## config.mk

```make
export PLATFORM = sky130hd
export DESIGN_NAME = clk_div_mgr
export DESIGN_NICKNAME = d
export VERILOG_FILES = /design/src/rtl/clk_div_mgr.sv
export SDC_FILE = /design/constraint.sdc
export NUM_CORES = 1
export LEC_CHECK = 0
export BUFFER_PORTS_ARGS = -buffer_cell sky130_fd_sc_hd__buf_2
export CELL_PAD_IN_SITES_DETAIL_PLACEMENT = 1
export CELL_PAD_IN_SITES_GLOBAL_PLACEMENT = 1
export CORE_MARGIN = 4
export CORE_UTILIZATION = 53
export CTS_CLUSTER_DIAMETER = 30
export DETAILED_ROUTE_END_ITERATION = 10
export PLACE_DENSITY = 0.95
export SYNTH_ARGS = -nofsm -noshare
export SYNTH_HDL_FRONTEND = slang
export SYNTH_SLANG_ARGS = --single-unit
```

## constraint.sdc

```tcl
create_clock -name clk -period 12.4 [get_ports clk]
set_input_delay 2.48 -clock clk [delete_from_list [all_inputs] [get_ports clk]]
set_output_delay 2.48 -clock clk [all_outputs]
set_load 0.03 [all_outputs]
```

## src/rtl/clk_div_mgr.sv

```systemverilog
// N-channel clock-divider manager: lock sequencer plus runtime-programmable,
// glitch-free per-channel dividers. Optional macro CFG_READBACK_EN adds cfg_rdata.
module clk_div_mgr #(
  parameter int NUM_CH      = 2,
  parameter int CH_W        = 1,
  parameter int DIV_W       = 8,
  parameter int DEF_DIV     = 4,
  parameter int LOCK_CYCLES = 16
) (
  input  logic              clk,
  input  logic              rst_n,
  input  logic              enable,
  input  logic              cfg_valid,
  output logic              cfg_ready,
  input  logic [CH_W-1:0]   cfg_ch,
  input  logic [DIV_W-1:0]  cfg_div,
  input  logic [DIV_W-1:0]  cfg_phase,
`ifdef CFG_READBACK_EN
  output logic [DIV_W-1:0]  cfg_rdata,
`endif
  output logic [NUM_CH-1:0] clk_out,
  output logic [NUM_CH-1:0] ce_out,
  output logic [NUM_CH-1:0] ch_rst_n,
  output logic              locked
);

  localparam int LCW = (LOCK_CYCLES > 1) ? $clog2(LOCK_CYCLES) : 1;
  localparam logic [LCW-1:0] LOCK_LAST = LCW'(LOCK_CYCLES - 1);
  localparam int CHX = CH_W + 1;
  localparam logic [CHX-1:0] NUM_CH_X = CHX'(NUM_CH);

  typedef enum logic [1:0] {
    ST_IDLE = 2'd0,
    ST_WAIT = 2'd1,
    ST_RUN  = 2'd2
  } state_e;

  state_e           state_q;
  logic [LCW-1:0]   lock_cnt_q;
  logic             locked_q;

  logic             pend_q;
  logic             ready_q;
  logic [CH_W-1:0]  pend_ch_q;
  logic [DIV_W-1:0] pend_div_q;
  logic [DIV_W-1:0] pend_phase_q;

  logic [DIV_W-1:0] div_q   [NUM_CH];
  logic [DIV_W-1:0] phase_q [NUM_CH];
  logic [DIV_W-1:0] cnt_q   [NUM_CH];
  logic [DIV_W-1:0] div_d   [NUM_CH];
  logic [DIV_W-1:0] phase_d [NUM_CH];
  logic [DIV_W-1:0] cnt_d   [NUM_CH];

  logic [NUM_CH-1:0] clk_q, ce_q, rst_q;
  logic [NUM_CH-1:0] clk_d, ce_d, rst_d;
  logic [NUM_CH-1:0] wrap_s, apply_ch_s;

  logic run_entry_s, run_next_s, cfg_fire_s, pend_ok_s, apply_s;

  // Sequencer look-ahead: whether the next cycle is a RUN cycle.
  always_comb begin
    run_entry_s = (state_q == ST_WAIT) && enable && (lock_cnt_q == LOCK_LAST);
    run_next_s  = enable && ((state_q == ST_RUN) || run_entry_s);
    cfg_fire_s  = cfg_valid && ready_q;
    pend_ok_s   = ({1'b0, pend_ch_q} < NUM_CH_X);
  end

  // Startup/lock sequencer with registered lock indication.
  always_ff @(posedge clk or negedge rst_n) begin
    if (!rst_n) begin
      state_q    <= ST_IDLE;
      lock_cnt_q <= '0;
      locked_q   <= 1'b0;
    end else begin
      case (state_q)
        ST_IDLE: begin
          if (enable) begin
            state_q    <= ST_WAIT;
            lock_cnt_q <= '0;
          end
        end
        ST_WAIT: begin
          if (!enable) begin
            state_q <= ST_IDLE;
          end else if (lock_cnt_q == LOCK_LAST) begin
            state_q <= ST_RUN;
          end else begin
            lock_cnt_q <= lock_cnt_q + LCW'(1);
          end
        end
        ST_RUN: begin
          if (!enable) begin
            state_q <= ST_IDLE;
          end
        end
        default: state_q <= ST_IDLE;
      endcase
      locked_q <= run_next_s;
    end
  end

  // Per-channel next count; a pending ratio only lands on its channel's wrap
  // while running, so the current period always completes.
  always_comb begin
    for (int i = 0; i < NUM_CH; i++) begin
      wrap_s[i]     = (div_q[i] <= DIV_W'(1)) || (cnt_q[i] == div_q[i] - DIV_W'(1));
      apply_ch_s[i] = pend_q && pend_ok_s && (pend_ch_q == CH_W'(i)) &&
                      ((state_q != ST_RUN) || !enable || wrap_s[i]);
      div_d[i]      = apply_ch_s[i] ? pend_div_q   : div_q[i];
      phase_d[i]    = apply_ch_s[i] ? pend_phase_q : phase_q[i];
      if (!run_next_s) begin
        cnt_d[i] = '0;
      end else if (run_entry_s) begin
        if ((div_d[i] <= DIV_W'(1)) || (phase_d[i] == '0) || (phase_d[i] >= div_d[i])) begin
          cnt_d[i] = '0;
        end else begin
          cnt_d[i] = div_d[i] - phase_d[i];
        end
      end else if (wrap_s[i]) begin
        cnt_d[i] = '0;
      end else begin
        cnt_d[i] = cnt_q[i] + DIV_W'(1);
      end
      ce_d[i]  = run_next_s && (cnt_d[i] == '0);
      clk_d[i] = run_next_s && (div_d[i] >= DIV_W'(2)) && (cnt_d[i] < (div_d[i] >> 1));
      rst_d[i] = run_next_s && (rst_q[i] || ce_d[i]);
    end
    apply_s = pend_q && (!pend_ok_s || (|apply_ch_s));
  end

  // Channel state and registered channel outputs.
  always_ff @(posedge clk or negedge rst_n) begin
    if (!rst_n) begin
      for (int i = 0; i < NUM_CH; i++) begin
        div_q[i]   <= DIV_W'(DEF_DIV);
        phase_q[i] <= '0;
        cnt_q[i]   <= '0;
      end
      clk_q <= '0;
      ce_q  <= '0;
      rst_q <= '0;
    end else begin
      for (int i = 0; i < NUM_CH; i++) begin
        div_q[i]   <= div_d[i];
        phase_q[i] <= phase_d[i];
        cnt_q[i]   <= cnt_d[i];
      end
      clk_q <= clk_d;
      ce_q  <= ce_d;
      rst_q <= rst_d;
    end
  end

  // Single-entry config holding register; ready stays low until it drains.
  always_ff @(posedge clk or negedge rst_n) begin
    if (!rst_n) begin
      pend_q       <= 1'b0;
      ready_q      <= 1'b1;
      pend_ch_q    <= '0;
      pend_div_q   <= '0;
      pend_phase_q <= '0;
    end else if (cfg_fire_s) begin
      pend_q       <= 1'b1;
      ready_q      <= 1'b0;
      pend_ch_q    <= cfg_ch;
      pend_div_q   <= cfg_div;
      pend_phase_q <= cfg_phase;
    end else if (apply_s) begin
      pend_q  <= 1'b0;
      ready_q <= 1'b1;
    end else begin
      pend_q  <= pend_q;
      ready_q <= ready_q;
    end
  end

`ifdef CFG_READBACK_EN
  logic [DIV_W-1:0] rd_s;
  logic [DIV_W-1:0] rdata_q;

  // Active-ratio lookup for the addressed channel; unknown channels read 0.
  always_comb begin
    rd_s = '0;
    for (int i = 0; i < NUM_CH; i++) begin
      if (cfg_ch == CH_W'(i)) begin
        rd_s = div_q[i];
      end else begin
        rd_s = rd_s;
      end
    end
  end

  // One-cycle registered readback.
  always_ff @(posedge clk or negedge rst_n) begin
    if (!rst_n) begin
      rdata_q <= '0;
    end else begin
      rdata_q <= rd_s;
    end
  end

  assign cfg_rdata = rdata_q;
`endif

  assign cfg_ready = ready_q;
  assign clk_out   = clk_q;
  assign ce_out    = ce_q;
  assign ch_rst_n  = rst_q;
  assign locked    = locked_q;

endmodule

```

After elaboration in Yosys (flattened, before gate mapping)

Cells that the tools add are included.

Flip-flop bits (word level): 80
Logic and storage cells: 111

Bitwise logic cells: 1
Equality and inequality tests: 11
Magnitude comparators: 10
Reduce and logical (&&, ||, !) cells: 40
$add $sub $neg: 7
Muxes and demuxes: 25

Operators with widths:

| operator              | number |
|---|---|
| $mux W8               | 12 |
| $le A8 B1 Y1 const B  | 4 |
| $logic_not A8 Y1      | 4 |
| $logic_and A1 B1 Y1   | 17 |
| $add A8 B1 Y8 const B | 2 |
| $eq A8 B8 Y1          | 2 |
| $ge A8 B2 Y1 const B  | 2 |
| $ge A8 B8 Y1          | 2 |
| $lt A8 B7 Y1          | 2 |
| $sub A8 B1 Y8 const B | 2 |
| $sub A8 B8 Y8         | 2 |
| $logic_or A1 B1 Y1    | 12 |
| $mux W4               | 3 |
| $ne A2 B2 Y1 const B  | 5 |
| $mux W2               | 4 |
| $pmux W4 S2           | 1 |
| $pmux W2 S3           | 1 |
| $add A4 B1 Y4 const B | 1 |
| $eq A4 B4 Y1 const B  | 1 |
| $mux W1               | 4 |
| $reduce_and A4 Y1     | 1 |
| $reduce_bool A2 Y1    | 2 |
| $ne A3 B2 Y1 const B  | 1 |
| $reduce_and A3 Y1     | 1 |
| other kinds (6)       | 6 |

Logic depth before layout (Yosys ltp)

Depth after elaboration: 16
Gate-level depth with buffers: 27
Depth with buffers taken out: 24

Worst setup path after synthesis

No wires, ideal clock.

Path kind: input to register
From: input port enable
To: register clk_q[0] (netlist: clk_out[0])
Setup slack: 5,664 ps
Arrival: 6,637 ps
Path buffers: 3
Stages: 24
Path through: and3b_1 -> o41ai_2 -> a31o_4 -> nand2_1 -> buf_2 -> buf_2 -> mux2i_1 -> ha_1 -> inv_1 -> ha_1 -> or2_2 -> maj3_1 -> nor3_1 -> o21ai_0 -> nand4_1 -> buf_2 -> o22ai_1 -> ha_1 -> a21o_1 -> a21oi_1 -> nor2b_1 -> o21ai_0 -> nand3_1 -> a311oi_1

RTL lines:

| item                 | RTL line | text |
|---|---|---|
| from (decl)          | 12       | `input logic enable,` |
| to (signal assigned) | 149      | `clk_q <= clk_d;` |
| to (decl)            | 55       | `logic [NUM_CH-1:0] clk_q, ce_q, rst_q;` |

==> results.json <==
{
  "syn_area_sq_um": 5370,
  "cts-root-buf": "clkbuf_8",
  "cts_hold_buffers": 0,
  "final.min_clock_period_ns": 7.79,
  "synth.most_common_cell": "dfrtp_1",
  "remaining_drc_errors": 0,
  "startpoint": "enable",
  "cts-htree-levels": 3,
  "crit_type": "input pin to register",
  "first_pass_iters": 7,
  "met2_usage_pct": 47.6,
  "rows": 36,
  "hold_start": "ch_rst_n[1]",
  "async_flop_share_pct": 100,
  "stdcell_count": 703,
  "grt-ovfl-total": 0,
  "antenna_found_initial": 0,
  "fmax_mhz": 128,
  "yosysTopAreaCell": "dfrtp_1",
  "worst_setup_path_start_kind": "input pin",
  "port_buffers": 28,
  "yosys-top-cells-area": "dfrtp_1 (36%), ha_1 (7.9%), mux2_2 (7.5%), mux2i_1 (4.1%), xor2_1 (3.6%)",
  "vias_per_cell": 6.43,
  "yosys.area.top_type_share_pct": 35.9,
  "start_util_pct": 54.7,
  "hold_class": "register to register",
  "dpl.hpwl_um": 12100,
  "crit_family": "compound AO/OA/AOI/OAI gates",
  "gr-usage-all-layers_pct": 29.2,
  "cts_inserted_buffers": 9,
  "syn-num-nets": 604,
  "finalSetupViolations": 0,
  "maxSlewViolCount": 0,
  "cp.arrival_ns": 8.05,
  "grt_util_met1_pct": 38.2,
  "hold_viol": 0,
  "timing.final.ws_setup_ns": 4.61,
  "timing.rr.start": "div_q[1]",
  "cp_max_fo": 22,
  "place_inst": 687,
  "power.density_nw_per_um2": 83.9,
  "crit_slowest_cell": "o211ai_2",
  "outcome": "finished, final reports clean",
  "io_pins": 29,
  "critPathMaxStageDelay_ns": 1.00,
  "cp_num_buf_inv": 2,
  "met3_usage_pct": 6.10,
  "antenna_cells": 0,
  "synth_warnings": 0,
  "ys_types": 67,
  "vias": 4517,
  "synth_ff_type": "dfrtp_1",
  "p_leak_nw": 3.01,
  "grt_max_degree": 81,
  "die_h_um": 109,
  "tritoncts": "done",
  "wl_um": 16000,
  "gp_congestion": 0.952,
  "tns_ns": 0,
  "nets": 621,
  "area_growth_pct": 7.83,
  "post_cts_resized": 0,
  "grt_pass1_vias": 4810,
  "avgSynthCellArea_sq_um": 9.80,
  "dpl_worst_slack_ns": 4.35,
  "post_cts_buffers": 0,
  "ys_seq_area_share_pct": 37.3,
  "fp.dieW_um": 109,
  "clk_pin_slew_ns": 0.09,
  "rsz0062_at_grt": "false",
  "vdd_drop_max_mv": 0.0572,
  "slew_headroom_pct": 17.8,
  "crit_path_end_kind": "register",
  "wl_per_cell_um": 22.8,
  "synth_commonest_cells": "dfrtp_1 (77), inv_1 (49), mux2_2 (36)",
  "drive_gt1_share_pct": 16.8,
  "grt_first_pass_wirelength_um": 26300,
  "cts_num_sinks": 80,
  "max-cap-violations": 0,
  "synth_enable_flop_cells": 0,
  "synth_seq_cells": 80,
  "core_area_sq_um": 9820,
  "first_iter_violations": 274,
  "worstPathCellList": "buf_2 > and3b_1 > o41ai_1 > o211ai_2 > mux2i_1 > inv_1 > ha_1 > nor2b_1 > o21ai_0 > a21boi_0 > o21ai_0 > a21oi_1 > o21a_1 > o211ai_1 > o22ai_1 > ha_1 > a21oi_1 > o22ai_1 > a211oi_1 > o211ai_1 > a311oi_1",
  "worstMarginPinSlew_ns": 1.23,
  "top_usage_layer": "met2",
  "postSynthCellCount": 548,
  "fin_crit_sh_pct": 62.8,
  "ant_nets": 0,
  "ctsLongestPathBuffers": 2,
  "clock_latency_ns": 0.37,
  "skew_ns": 0.0152,
  "r2r_slack_ns": 5.48,
  "dieArea_sq_um": 11800,
  "required_ns": 12.67
}
-- worst register-to-register path, cell delays in order, from the launching register on --
cell      delay [ns]
dfrtp_1         0.48
inv_1           0.14
ha_1            0.30
xnor3_1         0.44
a32oi_1         0.17
a21oi_1         0.07
and4_1          0.20
o211ai_2        0.96
mux2i_1         0.36
inv_1           0.12
ha_1            0.36
nor2b_1         0.15
o21ai_0         0.19
a21boi_0        0.12
o21ai_0         0.23
a21oi_1         0.15
o21a_1          0.19
o211ai_1        0.68
o22ai_1         0.27
ha_1            0.36
a21oi_1         0.15
o22ai_1         0.08
a211oi_1        0.23
o211ai_1        0.13
a311oi_1        0.27
-- sequential cells by signal, summed over array words and instances, names as in the netlist --
register / flops
cnt_q: 16
ch_rst_n: 2
lock_cnt_q: 4
ce_out: 2
state_q: 2
pend_q: 1
pend_phase_q: 8
pend_ch_q: 1
div_q: 16
locked: 1
pend_div_q: 8
clk_out: 2
phase_q: 16
cfg_ready: 1
-- logic make-up (layout without fill, tap and decap cells) --
family          Yosys count  in the layout  synth area share (%)
simple gates            145            145                  15.1
compound gates          114            114                  14.7
flops                    80             80                  37.3
buf+inv                  71             93                  5.27
mux                      59             59                  11.9
xor+xnor                 43             43                  7.27
fa+ha+maj                36             36                  8.48
-- per-layer routing --
| metal | wire length [um] | vias to the layer above | part of all wire, % |
|---|---|---|---|
| met5 | 0 | - | 0 |
| met4 | 639 | 0 | 4.0 |
| met3 | 1010 | 59 | 6.3 |
| met2 | 7680 | 169 | 48 |
| met1 | 6680 | 2271 | 42 |
| li1 | - | 2018 | - |
-- cell usage in the layout, fill, tap and decap left out, drive strengths merged, types with 4 or more instances in the layout --
| master | n |
|---|---|
| o22ai | 15 |
| nor3 | 10 |
| nor2 | 20 |
| xnor2 | 20 |
| a211oi | 4 |
| clkbuf | 9 |
| a31oi | 4 |
| and3 | 5 |
| inv | 54 |
| buf | 28 |
| mux2i | 22 |
| o211ai | 6 |
| mux2 | 37 |
| a21oi | 23 |
| ha | 34 |
| nand3 | 21 |
| nand2b | 10 |
| or2 | 4 |
| nand2 | 22 |
| dfrtp | 77 |
| o21ai | 19 |
| xor2 | 22 |
| a21o | 5 |
| or3 | 6 |
| nand4 | 5 |
| nor4 | 13 |
| o21a | 5 |
| nor2b | 13 |
| o31ai | 4 |
| a21boi | 4 |
-- stage by stage --
step	hold slack, ns	util [%]	area (sq um)	power, mW
global route	0.574	59.0	5790	0.504
CTS	0.532	59.0	5790	0.490
finish	0.540	59.0	5790	0.486
detailed placement	0.509	56.8	5580	0.282
floorplan	0.483	-	5370	0.272
global placement	0.462	56.8	5580	0.281
-- path summary, 6_finish.rpt --
kind                                    end  depth (start not counted)
worst max register to register   clk_out[1]                         24
min in group asynchronous        phase_q[6]                          1
worst max-delay path             clk_out[1]                         21
max in group asynchronous         pend_ch_q                          1
worst min-delay path            ch_rst_n[1]                          2
worst min register to register  ch_rst_n[1]                          2
-- final cells by class --
cell class | count | area [sq um]
Fill cell | 1117 | 4030
Sequential cell | 80 | 2010
Timing Repair Buffer | 28 | 143
Inverter | 49 | 184
Multi-Input combinational cell | 397 | 3080
Clock inverter | 7 | 86.3
Clock buffer | 9 | 124
Tap cell | 133 | 166
-- report_power, final --
group | leakage, nW | switching [mW] | internal [mW]
clock network | 0.105 | 0.112 | 0.0980
registers | 1.10 | 0.00182 | 0.262
logic | 1.80 | 0.00786 | 0.00462
No activity file was read; power rests on OpenSTA's default activity.
